$ cat config.mk
export PLATFORM = sky130hd
export DESIGN_NAME = fifo_rr_scheduler
export DESIGN_NICKNAME = d
export VERILOG_FILES = /design/src/rtl/fifo_rr_scheduler.sv
export SDC_FILE = /design/constraint.sdc
export NUM_CORES = 1
export LEC_CHECK = 0
export ABC_AREA = 1
export CORE_AREA = 2 2 98 100
export DETAILED_ROUTE_END_ITERATION = 6
export DIE_AREA = 0 0 100 102
export DONT_BUFFER_PORTS = 1
export PLACE_DENSITY = 0.65
export SETUP_SLACK_MARGIN = 0.3
export SLEW_MARGIN = 10
export SYNTH_ARGS = -nofsm -noshare
export SYNTH_HDL_FRONTEND = slang
export SYNTH_SLANG_ARGS = --single-unit
export TNS_END_PERCENT = 10
$ cat constraint.sdc
create_clock -name axis_clk -period 1.8 [get_ports axis_clk]
set_input_delay 0.36 -clock axis_clk [delete_from_list [all_inputs] [get_ports axis_clk]]
set_output_delay 0.36 -clock axis_clk [all_outputs]
set_load 0.02 [all_outputs]
$ cat src/rtl/fifo_rr_scheduler.sv
// Round-robin egress scheduler: grants one FIFO read port at a time for a bounded burst
// and forwards its beats through a registered AXI-Stream-like output stage.
module fifo_rr_scheduler #(
  parameter int unsigned N_CH  = 4,
  parameter int unsigned WIDTH = 45,
  parameter int unsigned CH_W  = (N_CH > 1) ? $clog2(N_CH) : 1
) (
  input  logic                  axis_clk,
  input  logic                  axi_reset_n,
  input  logic [N_CH-1:0]       ch_vld,
  output logic [N_CH-1:0]       ch_rdy,
  input  logic [N_CH*WIDTH-1:0] ch_data,
  input  logic [N_CH-1:0]       ch_last,
  input  logic [N_CH-1:0]       ch_en,
  input  logic [7:0]            burst_len,
  output logic                  out_vld,
  input  logic                  out_rdy,
  output logic [WIDTH-1:0]      out_data,
  output logic                  out_last,
  output logic [CH_W-1:0]       out_ch,
  output logic                  busy
);

  typedef enum logic [1:0] {StIdle = 2'b00, StGrant = 2'b01} state_e;

  state_e           state_q, state_d;
  logic [CH_W-1:0]  grant_q, grant_d;
  logic [CH_W-1:0]  rr_ptr_q, rr_ptr_d;
  logic [7:0]       blen_q, blen_d;
  logic [7:0]       beat_cnt_q, beat_cnt_d;
  logic             out_vld_q, out_vld_d;
  logic [WIDTH-1:0] out_data_q, out_data_d;
  logic             out_last_q, out_last_d;
  logic [CH_W-1:0]  out_ch_q, out_ch_d;

  logic [N_CH-1:0]  req;
  logic             pick_found;
  logic [CH_W-1:0]  pick_idx;
  int unsigned      cand;
  logic             sel_vld, sel_last, sel_en, sel_rdy, hs;
  logic [WIDTH-1:0] sel_data;
  logic [CH_W-1:0]  next_ptr;

  assign req = ch_vld & ch_en;

  // First requester at or above rr_ptr, wrapping modulo N_CH.
  always_comb begin
    pick_found = 1'b0;
    pick_idx   = '0;
    cand       = 0;
    for (int unsigned i = 0; i < N_CH; i++) begin
      cand = (32'(rr_ptr_q) + i) % N_CH;
      if (!pick_found && req[cand]) begin
        pick_found = 1'b1;
        pick_idx   = CH_W'(cand);
      end
    end
  end

  always_comb begin
    sel_vld  = 1'b0;
    sel_last = 1'b0;
    sel_en   = 1'b0;
    sel_data = '0;
    for (int unsigned i = 0; i < N_CH; i++) begin
      if (CH_W'(i) == grant_q) begin
        sel_vld  = ch_vld[i];
        sel_last = ch_last[i];
        sel_en   = ch_en[i];
        sel_data = ch_data[i*WIDTH +: WIDTH];
      end
    end
  end

  // Accept only when the output register is empty or draining this cycle.
  assign sel_rdy = (state_q == StGrant) && sel_en && (!out_vld_q || out_rdy);
  assign hs      = sel_rdy && sel_vld;

  always_comb begin
    ch_rdy = '0;
    for (int unsigned i = 0; i < N_CH; i++) begin
      if (CH_W'(i) == grant_q) begin
        ch_rdy[i] = sel_rdy;
      end
    end
  end

  assign next_ptr = (32'(grant_q) == N_CH - 1) ? '0 : grant_q + CH_W'(1);

  always_comb begin
    state_d    = state_q;
    grant_d    = grant_q;
    rr_ptr_d   = rr_ptr_q;
    blen_d     = blen_q;
    beat_cnt_d = beat_cnt_q;
    case (state_q)
      StIdle: begin
        if (pick_found) begin
          grant_d    = pick_idx;
          blen_d     = (burst_len == 8'd0) ? 8'd1 : burst_len;
          beat_cnt_d = 8'd0;
          state_d    = StGrant;
        end
      end
      StGrant: begin
        if (hs) begin
          beat_cnt_d = beat_cnt_q + 8'd1;
        end
        if ((hs && (sel_last || beat_cnt_q == blen_q - 8'd1)) || !sel_en) begin
          state_d  = StIdle;
          rr_ptr_d = next_ptr;
        end
      end
      default: state_d = StIdle;
    endcase
  end

  always_comb begin
    out_vld_d  = out_vld_q;
    out_data_d = out_data_q;
    out_last_d = out_last_q;
    out_ch_d   = out_ch_q;
    if (hs) begin
      out_vld_d  = 1'b1;
      out_data_d = sel_data;
      out_last_d = sel_last;
      out_ch_d   = grant_q;
    end else if (out_rdy) begin
      out_vld_d = 1'b0;
    end
  end

  always_ff @(posedge axis_clk) begin
    if (!axi_reset_n) begin
      state_q    <= StIdle;
      grant_q    <= '0;
      rr_ptr_q   <= '0;
      blen_q     <= 8'd1;
      beat_cnt_q <= 8'd0;
      out_vld_q  <= 1'b0;
      out_data_q <= '0;
      out_last_q <= 1'b0;
      out_ch_q   <= '0;
    end else begin
      state_q    <= state_d;
      grant_q    <= grant_d;
      rr_ptr_q   <= rr_ptr_d;
      blen_q     <= blen_d;
      beat_cnt_q <= beat_cnt_d;
      out_vld_q  <= out_vld_d;
      out_data_q <= out_data_d;
      out_last_q <= out_last_d;
      out_ch_q   <= out_ch_d;
    end
  end

  assign out_vld  = out_vld_q;
  assign out_data = out_data_q;
  assign out_last = out_last_q;
  assign out_ch   = out_ch_q;
  assign busy     = (state_q == StGrant);

endmodule

==> results.cfg <==
[synth]
synth_warnings = 0
synth.distinct_cells = 33
synthXorXnorAreaFrac_pct = 2.00
syn-cell-area_sq_um = 4390
seq_area_frac_synth_pct = 32.0
synthMuxAreaShare_pct = 0
synth_cells = 642
syn-num-nets = 851
synth-seq-cells = 70
synth.avg_cell_area_sq_um = 6.83
synthArstFlopShare_pct = 0
synth-simple-area-share_pct = 19.3
synth_edf_count = 0
ys.flop_type = dfxtp_1
synth_top_family_by_area = compound AO/OA/AOI/OAI gates
synth_compound_area_share_pct = 36.0
synthAdderAreaFrac_pct = 1.71

[global_routing]
grt_pass1_wl_microns = 23600
grtUsageTotal_pct = 29.8
grt_pass1_vias = 4369
grt_max_degree = 60
antenna_found_initial = 0
overflow = 0

[setup_path]
endpoint = ch_rdy[1]
crit_type = reg2out
crit_required_ns = 1.44
cp_max_fo = 4
endpoint_kind = primary output
cp-start-kind = register
reg2reg_depth = 16
rrSetupSlack_ns = -0.24
reg2reg_from = grant_q[0]
cp-startpoint = grant_q[0]
arrival_ns = 1.68
r2r_end = rr_ptr_q[1]

[power]
powerDensity_nw_per_um2 = 1750
vdd_ir_drop_max_uv = 653
leakagePower_nw = 2.15
switchingPower_mw = 4.62
p_comb_share_pct = 58.0
p_sw_share_pct = 47.4
pwr-share-seq_pct = 27.5
pwr-share-clk_pct = 14.5
p_int_mw = 5.12

[placed_design]
dp_slack_ns = -0.0514
place_hpwl_microns = 10700
gp_congestion = 0.963
port_buffers = 0

[layout]
layout-drive-gt1-share_pct = 22.8
layout_commonest_cell = o21ai_0
final_util_pct = 61.1
layout_common_cells = o21ai_0 (105), nor2_1 (70), dfxtp_1 (66)
final_nets = 868
fillerInstances = 804
diodes = 0
syn2layout_area_growth_pct = 26.9

[clock_network]
clock_sinks = 70
cts_made_buffers = 9
cts_root_buf = clkbuf_8
clkTransAtPathRegs_ns = 0.08
cts_tree = done
cts_buffer_depth = 2
clk_latency_ns = 0.35
htreeDepth = 3

[sta]
fin_crit_sh_pct = 114
hold_viol = 0
rsz0062_at_grt = yes
min_period_ns = 2.04
timing.final.ws_setup_ns = -0.245
finClkSkew_ns = 0.00802
max_freq_mhz = 489
slew_headroom_pct = 61.7
setup_viol = 64
maxSlewViolCount = 0
tightestPinTransition_ns = 0.573

[run_status]
outcome = finished, violations left
violations = negative setup slack

[floorplanning]
rows = 35
coreArea_sq_um = 9110
die_x_microns = 100
dieArea_sq_um = 10200
pin_count = 257
die_h_microns = 102
start_util_pct = 48.1

[min_path]
hold_class = in2reg

[drt]
routed_wl_microns = 16100
drtAntennaViolNets = 0
drtPass1Iterations = 5
drt-initial-drc-count = 244
num_vias = 4829
viasPerCell = 6.24
wire_per_inst_microns = 20.8
drc_errors = 0

[job]
cap_violations = 0
## synthesized netlist by cell type, types with 5 or more instances
cell      number  area (sq um)
nor2_1        73           274
a221oi_1      45           394
nand3_1       17          85.1
buf_1          5          18.8
clkbuf_1      29           109
buf_2          5          25.0
inv_1         38           143
ha_1           6          75.1
xor2_1         6          52.6
dfxtp_1       70          1400
nand2_1       74           278
nand3_2        7          70.1
a21oi_2        5          43.8
o21ai_0      152           761
a21oi_1       67           335
## registers in the layout, indices dropped and copies added, names as in the netlist
name,count
beat_cnt_q,8
blen_q,8
grant_q,2
out_ch,2
out_data,45
out_last,1
out_vld,1
rr_ptr_q,2
state_q,1
## final cells by class
class	instances	area [sq um]	share of cell area [%]
multi-input cells	480	2840	51.0
flip-flops and latches	70	1420	25.4
repair buffers	56	786	14.1
inverters	42	173	3.10
well taps	111	139	2.50
clock buffers	9	124	2.23
clock inverters	6	87.6	1.57
## metal layers
layer | routed length (microns) | part of all wire [%] | vias to the layer above | track usage [%]
li1 | - | - | 2312 | -
met1 | 6640 | 41 | 2265 | 40.3
met2 | 8120 | 50 | 224 | 49.1
met3 | 992 | 6.1 | 28 | 3.63
met4 | 382 | 2.4 | 0 | 11.6
met5 | 0 | 0 | - | 0
## worst min-delay path by stage
stage / start / to / slack, ns / depth (start not counted)
floorplan: blen_q[1] / blen_q[1] / 0.45 / 2
global route: axi_reset_n / out_data[25] / 0.12 / 2
CTS: axi_reset_n / rr_ptr_q[0] / 0.12 / 2
finish: axi_reset_n / out_data[12] / 0.14 / 2
global placement: blen_q[1] / blen_q[1] / 0.47 / 2
detailed placement: blen_q[6] / blen_q[6] / 0.49 / 2
## power by group through the flow
| stage | combinational, mW | clock (mW) | sequential [mW] |
|---|---|---|---|
| 4_1_cts | 5.20 | 1.42 | 2.64 |
| 6_report | 5.64 | 1.41 | 2.68 |
| 3_3_place_gp | 4.35 | 0 | 2.66 |
| 5_1_grt | 6.19 | 1.50 | 2.71 |
| 2_1_floorplan | 3.43 | 0 | 2.52 |
| 3_5_place_dp | 4.46 | 0 | 2.66 |
## what timing repair did
item                                    4_1_cts  5_1_grt
endpoints found under the setup margin       74       74
pin swaps                                     5       15
hold buffers                                  0        0
gates resized for setup                      50       72
cloned                                        9        2
setup buffers                                13        3
## kinds of logic (layout without fill, tap and decap cells)
family,after synthesis,in the layout
AOI/OAI and AO/OA,276,276
and+or+nand+nor,188,188
buffers and inverters,92,113
DFF,70,70
xor gates and xnor gates,10,10
adders and majority gates,6,6
## per-stage QoR
| step | cell area, sq um | power, mW | hold slack, ns | instances | TNS, ns |
|---|---|---|---|---|---|
| global placement | 4650 | 7.01 | 0.472 | 732 | 0 |
| floorplan | 4470 | 5.94 | 0.448 | 642 | 0 |
| finish | 5570 | 9.74 | 0.143 | 774 | -8.55 |
| detailed placement | 4650 | 7.11 | 0.487 | 732 | -1.35 |
| global route | 5570 | 10.4 | 0.118 | 774 | -14.49 |
| CTS | 5350 | 9.26 | 0.123 | 769 | -5.72 |
## critical path, cell delays in order, from the launching register on
cell	delay, ns
dfxtp_4	0.39
inv_6	0.08
ha_4	0.14
nand2_2	0.05
nand2_2	0.06
nand3_2	0.06
nand2_2	0.10
nand4_4	0.09
buf_6	0.16
nor2_4	0.08
buf_6	0.12
No activity file was read; power rests on OpenSTA's default activity.
